`src/rtl/sifh_sram_arbiter_if.sv`:
```
// Bus between the three SiFH requesters, the arbiter and the histogram SRAM.
// The slave modport is the arbiter side; the master modport is the requester/SRAM side.
interface sifh_sram_arbiter_if #(
  parameter int RAM_ADDR = 10,
  parameter int PEAK_MAX = 16
);
  logic [2:0]            req;
  logic [2:0]            done;
  logic [2:0]            gnt;
  logic [3*RAM_ADDR-1:0] m_waddr;
  logic [2:0]            m_wen;
  logic [3*PEAK_MAX-1:0] m_wdata;
  logic [3*RAM_ADDR-1:0] m_raddr;
  logic [2:0]            m_ren;
  logic [PEAK_MAX-1:0]   counts;
  logic [RAM_ADDR-1:0]   waddr;
  logic [RAM_ADDR-1:0]   raddr;
  logic                  wEnable;
  logic                  rEnable;
  logic                  writeFlag;
  logic                  readFlag;
  logic [PEAK_MAX-1:0]   newCounts;
  logic [PEAK_MAX-1:0]   rdata;
  logic [2:0]            rvalid;
  logic                  busy;
  logic                  err;
  logic [1:0]            err_owner;

  modport slave (
    input  req, done, m_waddr, m_wen, m_wdata, m_raddr, m_ren, counts,
    output gnt, waddr, raddr, wEnable, rEnable, writeFlag, readFlag,
           newCounts, rdata, rvalid, busy, err, err_owner
  );

  modport master (
    output req, done, m_waddr, m_wen, m_wdata, m_raddr, m_ren, counts,
    input  gnt, waddr, raddr, wEnable, rEnable, writeFlag, readFlag,
           newCounts, rdata, rvalid, busy, err, err_owner
  );
endinterface

```
`src/rtl/sifh_sram_arbiter.sv`:
```
// Histogram SRAM arbiter: grants the whole SRAM to one of three requesters
// (0 clear engine, 1 histogram builder, 2 peak finder) for a burst, registers
// the owner's strobes onto the SRAM pins and tags read data back to the owner.
//
// state | meaning
// IDLE  | no owner; SRAM strobes idle; grants lowest-index req on this cycle
// GRANT | owner's strobes registered onto the SRAM pins; timeout counter runs
// DRAIN | 2 cycles, strobes idle, in-flight reads return to the old owner
module sifh_sram_arbiter #(
  parameter int RAM_ADDR = 10,
  parameter int PEAK_MAX = 16,
  parameter int TIMEOUT  = 4095
) (
  input logic clk,
  input logic res,
  sifh_sram_arbiter_if.slave bus
);
  localparam int CW = $clog2(TIMEOUT + 1);
  localparam logic [CW-1:0] TO_MAX = CW'(TIMEOUT);

  typedef enum logic [1:0] {IDLE, GRANT, DRAIN} state_t;

  state_t        state_q, state_d;
  logic [1:0]    owner_q, owner_d;
  logic [CW-1:0] cnt_q, cnt_d, cnt_inc;
  logic          drn_q, drn_d;
  logic          err_q, err_d;
  logic [1:0]    err_owner_q, err_owner_d;

  logic [2:0]          owner_oh;
  logic                owner_done;
  logic [RAM_ADDR-1:0] sel_waddr, sel_raddr;
  logic [PEAK_MAX-1:0] sel_wdata;
  logic                sel_wen, sel_ren;

  logic [RAM_ADDR-1:0] waddr_q, raddr_q;
  logic [PEAK_MAX-1:0] wdata_q;
  logic                wen_q, wflag_q, ren_n_q, rflag_q;
  logic [2:0]          rv_q;

  // Decode owner index to one-hot and pick the owner's slices off the packed buses.
  always_comb begin
    owner_oh  = 3'b001;
    sel_waddr = bus.m_waddr[0 +: RAM_ADDR];
    sel_raddr = bus.m_raddr[0 +: RAM_ADDR];
    sel_wdata = bus.m_wdata[0 +: PEAK_MAX];
    case (owner_q)
      2'd1: begin
        owner_oh  = 3'b010;
        sel_waddr = bus.m_waddr[RAM_ADDR +: RAM_ADDR];
        sel_raddr = bus.m_raddr[RAM_ADDR +: RAM_ADDR];
        sel_wdata = bus.m_wdata[PEAK_MAX +: PEAK_MAX];
      end
      2'd2: begin
        owner_oh  = 3'b100;
        sel_waddr = bus.m_waddr[2*RAM_ADDR +: RAM_ADDR];
        sel_raddr = bus.m_raddr[2*RAM_ADDR +: RAM_ADDR];
        sel_wdata = bus.m_wdata[2*PEAK_MAX +: PEAK_MAX];
      end
      default: ;
    endcase
    sel_wen    = |(bus.m_wen & owner_oh);
    sel_ren    = |(bus.m_ren & owner_oh);
    owner_done = |(bus.done & owner_oh);
    cnt_inc    = (cnt_q == TO_MAX) ? cnt_q : cnt_q + 1'b1;
  end

  // FSM state, owner, timeout counter and sticky error registers.
  always_ff @(posedge clk or posedge res) begin
    if (res) begin
      state_q     <= IDLE;
      owner_q     <= 2'd0;
      cnt_q       <= '0;
      drn_q       <= 1'b0;
      err_q       <= 1'b0;
      err_owner_q <= 2'd0;
    end else begin
      state_q     <= state_d;
      owner_q     <= owner_d;
      cnt_q       <= cnt_d;
      drn_q       <= drn_d;
      err_q       <= err_d;
      err_owner_q <= err_owner_d;
    end
  end

  // Next-state: fixed-priority grant, done/timeout release, two-cycle drain.
  always_comb begin
    state_d     = state_q;
    owner_d     = owner_q;
    cnt_d       = cnt_q;
    drn_d       = drn_q;
    err_d       = err_q;
    err_owner_d = err_owner_q;
    case (state_q)
      IDLE: begin
        if (|bus.req) begin
          state_d = GRANT;
          cnt_d   = '0;
          if (bus.req[0])      owner_d = 2'd0;
          else if (bus.req[1]) owner_d = 2'd1;
          else                 owner_d = 2'd2;
        end
      end
      GRANT: begin
        cnt_d = cnt_inc;
        if (owner_done) begin
          state_d = DRAIN;
          drn_d   = 1'b0;
        end else if (cnt_inc == TO_MAX) begin
          // Owner never signalled done: take the SRAM back and remember who.
          state_d     = DRAIN;
          drn_d       = 1'b0;
          err_d       = 1'b1;
          err_owner_d = owner_q;
        end
      end
      DRAIN: begin
        drn_d = 1'b1;
        if (drn_q) state_d = IDLE;
      end
      default: state_d = IDLE;
    endcase
  end

  // SRAM pin registers: owner's strobes during GRANT, idle strobes otherwise; read-valid pipeline.
  always_ff @(posedge clk or posedge res) begin
    if (res) begin
      waddr_q <= '0;
      raddr_q <= '0;
      wdata_q <= '0;
      wen_q   <= 1'b0;
      wflag_q <= 1'b0;
      ren_n_q <= 1'b1;
      rflag_q <= 1'b0;
      rv_q    <= 3'b000;
    end else begin
      if (state_q == GRANT) begin
        waddr_q <= sel_waddr;
        raddr_q <= sel_raddr;
        wdata_q <= sel_wdata;
        wen_q   <= sel_wen;
        wflag_q <= sel_wen;
        ren_n_q <= ~sel_ren;
        rflag_q <= sel_ren;
      end else begin
        wen_q   <= 1'b0;
        wflag_q <= 1'b0;
        ren_n_q <= 1'b1;
        rflag_q <= 1'b0;
      end
      // owner_q cannot change before a read on the pins returns, since DRAIN precedes any regrant.
      rv_q <= rflag_q ? owner_oh : 3'b000;
    end
  end

  // Outputs derived from registered state; read data passes straight from the SRAM.
  always_comb begin
    bus.gnt   = (state_q == GRANT) ? owner_oh : 3'b000;
    bus.busy  = (state_q != IDLE);
    bus.rdata = bus.counts;
  end

  assign bus.waddr     = waddr_q;
  assign bus.raddr     = raddr_q;
  assign bus.newCounts = wdata_q;
  assign bus.wEnable   = wen_q;
  assign bus.writeFlag = wflag_q;
  assign bus.rEnable   = ren_n_q;
  assign bus.readFlag  = rflag_q;
  assign bus.rvalid    = rv_q;
  assign bus.err       = err_q;
  assign bus.err_owner = err_owner_q;
endmodule

```
`src/flat_wrapper.sv`:
```
// flat-port wrapper written by rule: the top's interface ports become plain ports
module sifh_sram_arbiter_flat 
#(
  parameter int RAM_ADDR = 10,
  parameter int PEAK_MAX = 16,
  parameter int TIMEOUT  = 4095
)
  (clk, res, bus_req, bus_done, bus_m_waddr, bus_m_wen, bus_m_wdata, bus_m_raddr, bus_m_ren, bus_counts, bus_gnt, bus_waddr, bus_raddr, bus_wEnable, bus_rEnable, bus_writeFlag, bus_readFlag, bus_newCounts, bus_rdata, bus_rvalid, bus_busy, bus_err, bus_err_owner);
  sifh_sram_arbiter_if #(.RAM_ADDR(RAM_ADDR), .PEAK_MAX(PEAK_MAX)) bus_i ();
  input logic clk;
  input logic res;
  input wire logic [$bits(bus_i.req)-1:0] bus_req;
  input wire logic [$bits(bus_i.done)-1:0] bus_done;
  input wire logic [$bits(bus_i.m_waddr)-1:0] bus_m_waddr;
  input wire logic [$bits(bus_i.m_wen)-1:0] bus_m_wen;
  input wire logic [$bits(bus_i.m_wdata)-1:0] bus_m_wdata;
  input wire logic [$bits(bus_i.m_raddr)-1:0] bus_m_raddr;
  input wire logic [$bits(bus_i.m_ren)-1:0] bus_m_ren;
  input wire logic [$bits(bus_i.counts)-1:0] bus_counts;
  output wire logic [$bits(bus_i.gnt)-1:0] bus_gnt;
  output wire logic [$bits(bus_i.waddr)-1:0] bus_waddr;
  output wire logic [$bits(bus_i.raddr)-1:0] bus_raddr;
  output wire logic [$bits(bus_i.wEnable)-1:0] bus_wEnable;
  output wire logic [$bits(bus_i.rEnable)-1:0] bus_rEnable;
  output wire logic [$bits(bus_i.writeFlag)-1:0] bus_writeFlag;
  output wire logic [$bits(bus_i.readFlag)-1:0] bus_readFlag;
  output wire logic [$bits(bus_i.newCounts)-1:0] bus_newCounts;
  output wire logic [$bits(bus_i.rdata)-1:0] bus_rdata;
  output wire logic [$bits(bus_i.rvalid)-1:0] bus_rvalid;
  output wire logic [$bits(bus_i.busy)-1:0] bus_busy;
  output wire logic [$bits(bus_i.err)-1:0] bus_err;
  output wire logic [$bits(bus_i.err_owner)-1:0] bus_err_owner;
  assign bus_i.req = bus_req;
  assign bus_i.done = bus_done;
  assign bus_i.m_waddr = bus_m_waddr;
  assign bus_i.m_wen = bus_m_wen;
  assign bus_i.m_wdata = bus_m_wdata;
  assign bus_i.m_raddr = bus_m_raddr;
  assign bus_i.m_ren = bus_m_ren;
  assign bus_i.counts = bus_counts;
  assign bus_gnt = bus_i.gnt;
  assign bus_waddr = bus_i.waddr;
  assign bus_raddr = bus_i.raddr;
  assign bus_wEnable = bus_i.wEnable;
  assign bus_rEnable = bus_i.rEnable;
  assign bus_writeFlag = bus_i.writeFlag;
  assign bus_readFlag = bus_i.readFlag;
  assign bus_newCounts = bus_i.newCounts;
  assign bus_rdata = bus_i.rdata;
  assign bus_rvalid = bus_i.rvalid;
  assign bus_busy = bus_i.busy;
  assign bus_err = bus_i.err;
  assign bus_err_owner = bus_i.err_owner;
  sifh_sram_arbiter #(.RAM_ADDR(RAM_ADDR), .PEAK_MAX(PEAK_MAX), .TIMEOUT(TIMEOUT)) u_core (.clk(clk), .res(res), .bus(bus_i));
endmodule
```
`config.mk`:
```
export PLATFORM = sky130hd
export DESIGN_NAME = sifh_sram_arbiter_flat
export DESIGN_NICKNAME = d
export VERILOG_FILES = /design/src/rtl/sifh_sram_arbiter_if.sv /design/src/rtl/sifh_sram_arbiter.sv /design/src/flat_wrapper.sv
export SDC_FILE = /design/constraint.sdc
export NUM_CORES = 1
export LEC_CHECK = 0
export ABC_CLOCK_PERIOD_IN_PS = 4400
export BUFFER_PORTS_ARGS = -buffer_cell sky130_fd_sc_hd__clkbuf_2
export CAP_MARGIN = 20
export CORE_MARGIN = 1
export CORE_UTILIZATION = 44
export CTS_CLUSTER_DIAMETER = 40
export CTS_CLUSTER_SIZE = 10
export DETAILED_ROUTE_END_ITERATION = 8
export PLACE_DENSITY = 0.9
export SYNTH_ARGS = -nofsm -noshare
export SYNTH_HDL_FRONTEND = slang
export SYNTH_SLANG_ARGS = --single-unit
```
`constraint.sdc`:
```
create_clock -name clk -period 4.4 [get_ports clk]
set_input_delay 0.88 -clock clk [delete_from_list [all_inputs] [get_ports clk]]
set_output_delay 0.88 -clock clk [all_outputs]
set_load 0.01 [all_outputs]
```
==> metrics.txt <==
launching element type of the critical path flop; leakage dissipation 2.320 nW; Netlist Area Pre-Place 3726 um^2; Synth Instances 402; post-placement cell area 4504 um^2; Detailed Route WL 10,170 um; number of global-route vias before repair 3,692; number of hold buffers added after CTS 0; number of core rows 33; end of the worst hold path u_core.bus.err; Synth area leader sky130_fd_sc_hd__dfrtp_1; ys async rst share 100.0%; layout overhead on the synthesized area 26.23%; CTS tree yes; status completed; pin count of the biggest net entering global routing 77; type of the worst setup path flop to output port; post-detailed-route DRC marker count 0; Die H 94.03 um; half-perimeter wire length of the detailed placement result 7703 um; total area of multi-input combinational cells 1882 um^2; First DRT Iteration DRCs 160; part of the power in the clock network 16.6%; first-pass GRT wire length 16,990 um; logic depth of the worst register-to-register path 7; final worst-path setup slack 1.467 ns; sum of internal, switching and leakage power 3.017 mW; worst hold path cell count 1; layout net count 689; worst skew pair latency 0.34 ns; remaining global-route overflow 0; crit-path max FO 45; worst reg2reg path startpoint u_core.cnt_q[0]; area of the core region 8217 um^2; WL/cell 15.53 um; top cells by area, synth sky130_fd_sc_hd__dfrtp_1 41%, sky130_fd_sc_hd__mux2_2 11%, sky130_fd_sc_hd__a22oi_1 7.7%, sky130_fd_sc_hd__o21ai_0 6.9%, sky130_fd_sc_hd__nand2_1 5.9%; layout filler cell count 728; TritonCTS sink count 62; cell breakdown of the critical path inv_1 -> ha_2 -> and2_1 -> clkbuf_2; share of the yosys chip area belonging to registers 41.67%; post-synthesis average cell area 9.269 um^2; internal power 1.754 mW; GRT Util Overall 24.73%; startpoint of the most critical hold path u_core.bus.err; setup repair after global routing missed its margin false; I/O Pins 204; area used by sequential logic in the layout 1553 um^2; share of power burned in combinational logic 53.3%; number of pins exceeding their max-slew limit in the final report 0; switching power 1.264 mW; Finish-stage setup viols 0; post-synthesis net count 547; die boundary width 94.03 um; yosys synthesis warning count 0; count of final hold-check violations 0; largest voltage drop on the vdd net 0.0003281 V; pre-CTS WS 1.732 ns; FF-to-FF setup slack 1.71 ns; register share of total power 30.0%; post-synthesis register bit count 62; master of the slowest instance on the critical path sky130_fd_sc_hd__ha_2; most numerous cell in the Yosys netlist sky130_fd_sc_hd__dfrtp_1; antenna viol nets, final 0; total instance count after detailed placement 638; Hold/Removal Path Class flop to flop; vias after detailed routing 3,574; number of buffers inserted to repair setup after CTS 0; filler-free cell count of the finished design 655; clock input transition at the sequential cells of the worst setup and hold paths 0.06 ns; power density cells 641.6 nW/um^2; final design area excluding fillers 4703 um^2; starting density of the core 45.35%; Slew headroom 33.25%; Data required, critical path 3.52 ns; time the final worst path needs with I/O delays and setup 2.933 ns; sort of element at the end of the critical path output port; number of distinct library cells after synthesis 43; 1st-pass router iterations 6; global placement routability congestion 0.9169; R2R Path End u_core.bus.err_owner[1]; fraction of layout instances using a drive strength above 1 42.62%; Final Util 57.24%; Slowest Stage Delay on Critical Path 0.83 ns; cell chosen for the clock root sky130_fd_sc_hd__clkbuf_8; number of enable flip-flop cells after synthesis 0; Total Negative Setup Slacks 0 ns; Die ar. 8841 um^2; count of H-tree levels built during CTS 3; slew at the pin closest to its max-slew limit 1.001 ns; Max clock buf depth 2; vias per std cell 5.456; # resized after CTS 0; switching share of power 41.88%; number of buffers inserted during clock tree synthesis 9; Port-buffer cells 171; final period utilization 66.65%; antenna violations before repair 0; maximum achievable frequency 341.0 MHz; Post-Route Hold Slack 0.4795 ns; reported max-cap violation count 0; most common library cells after synthesis 61 x sky130_fd_sc_hd__dfrtp_1, 59 x sky130_fd_sc_hd__nand2_1, 51 x sky130_fd_sc_hd__o21ai_0; Synth Flop Type sky130_fd_sc_hd__dfrtp_1; fraction of synthesized cell area taken by the top area cell type 40.97%; data arrival at the endpoint of the critical path 2.05 ns; Final Skew 0.01528 ns
==> worst max-delay path by stage <==
stage,slack [ns],end,cells past startpoint,from
6_report,1.47,bus_gnt[1],4,u_core.state_q[1]
5_1_grt,1.31,bus_gnt[1],4,u_core.state_q[1]
4_1_cts,1.44,bus_gnt[0],4,u_core.state_q[1]
3_5_place_dp,1.73,u_core.bus.err_owner[1],7,u_core.cnt_q[0]
3_3_place_gp,1.85,bus_gnt[0],4,u_core.state_q[1]
2_1_floorplan,1.98,u_core.bus.err,1,res
==> per-layer routing <==
metal	share of wire [%]	global-route usage [%]
met5	0	0
met3	7.3	6.958
met4	3.1	12.56
met1	41	28.42
met2	49	41.85
==> kinds of logic after synthesis <==
group / synth area share [%]
xor gates and xnor gates: 0.4702
AOI/OAI and AO/OA: 20.45
buffers and inverters: 7.958
adders and majority gates: 2.350
DFF: 41.67
and+or+nand+nor: 14.81
muxes: 12.29
==> final cells by class <==
| cell class | instances | share of cell area, % |
|---|---|---|
| Tap cell | 105 | 2.793 |
| Clock inverter | 1 | 0.6385 |
| Multi-Input combinational cell | 281 | 40.01 |
| Sequential cell | 62 | 33.01 |
| Clock buffer | 15 | 3.538 |
| Inverter | 16 | 1.277 |
| Timing Repair Buffer | 174 | 18.68 |
| Antenna cell | 1 | 0.05321 |
==> cell usage in the layout, fill, tap and decap left out, types with 11 or more instances in the layout <==
cell and instances:
sky130_fd_sc_hd__a21oi_1 12, sky130_fd_sc_hd__a22oi_1 38, sky130_fd_sc_hd__clkbuf_2 171, sky130_fd_sc_hd__clkbuf_8 11, sky130_fd_sc_hd__dfrtp_1 61, sky130_fd_sc_hd__inv_1 15, sky130_fd_sc_hd__mux2_2 38, sky130_fd_sc_hd__nand2_1 59
sky130_fd_sc_hd__nor2_1 12, sky130_fd_sc_hd__o21ai_0 51
==> sequential cells by signal, summed over array words and instances (netlist names) <==
name	count
u_core.cnt_q	12
u_core.bus.readFlag	1
u_core.bus.wEnable	1
u_core.bus.waddr	10
u_core.bus.raddr	10
u_core.bus.rEnable	1
u_core.drn_q	1
u_core.bus.err_owner	2
u_core.bus.newCounts	16
u_core.state_q	2
u_core.owner_q	2
u_core.bus.err	1
u_core.bus.rvalid	3
==> power by group through the flow <==
stage / Combinational, mW / Clock [mW] / Sequential [mW]
final: 1.61 / 0.502 / 0.906
after global routing: 1.79 / 0.545 / 0.935
after CTS: 1.63 / 0.514 / 0.910
after detailed placement: 1.63 / 0 / 0.916
after global placement: 1.57 / 0 / 0.903
after floorplan: 1.05 / 0 / 0.978
==> worst max-delay path, delay by kind of cell (launching register included) <==
kind | cells | cell delay, ns
DFF | 1 | 0.40
adders and majority gates | 1 | 0.83
and+or+nand+nor | 1 | 0.23
buffers and inverters | 2 | 0.22
No activity file was read; power rests on OpenSTA's default activity.
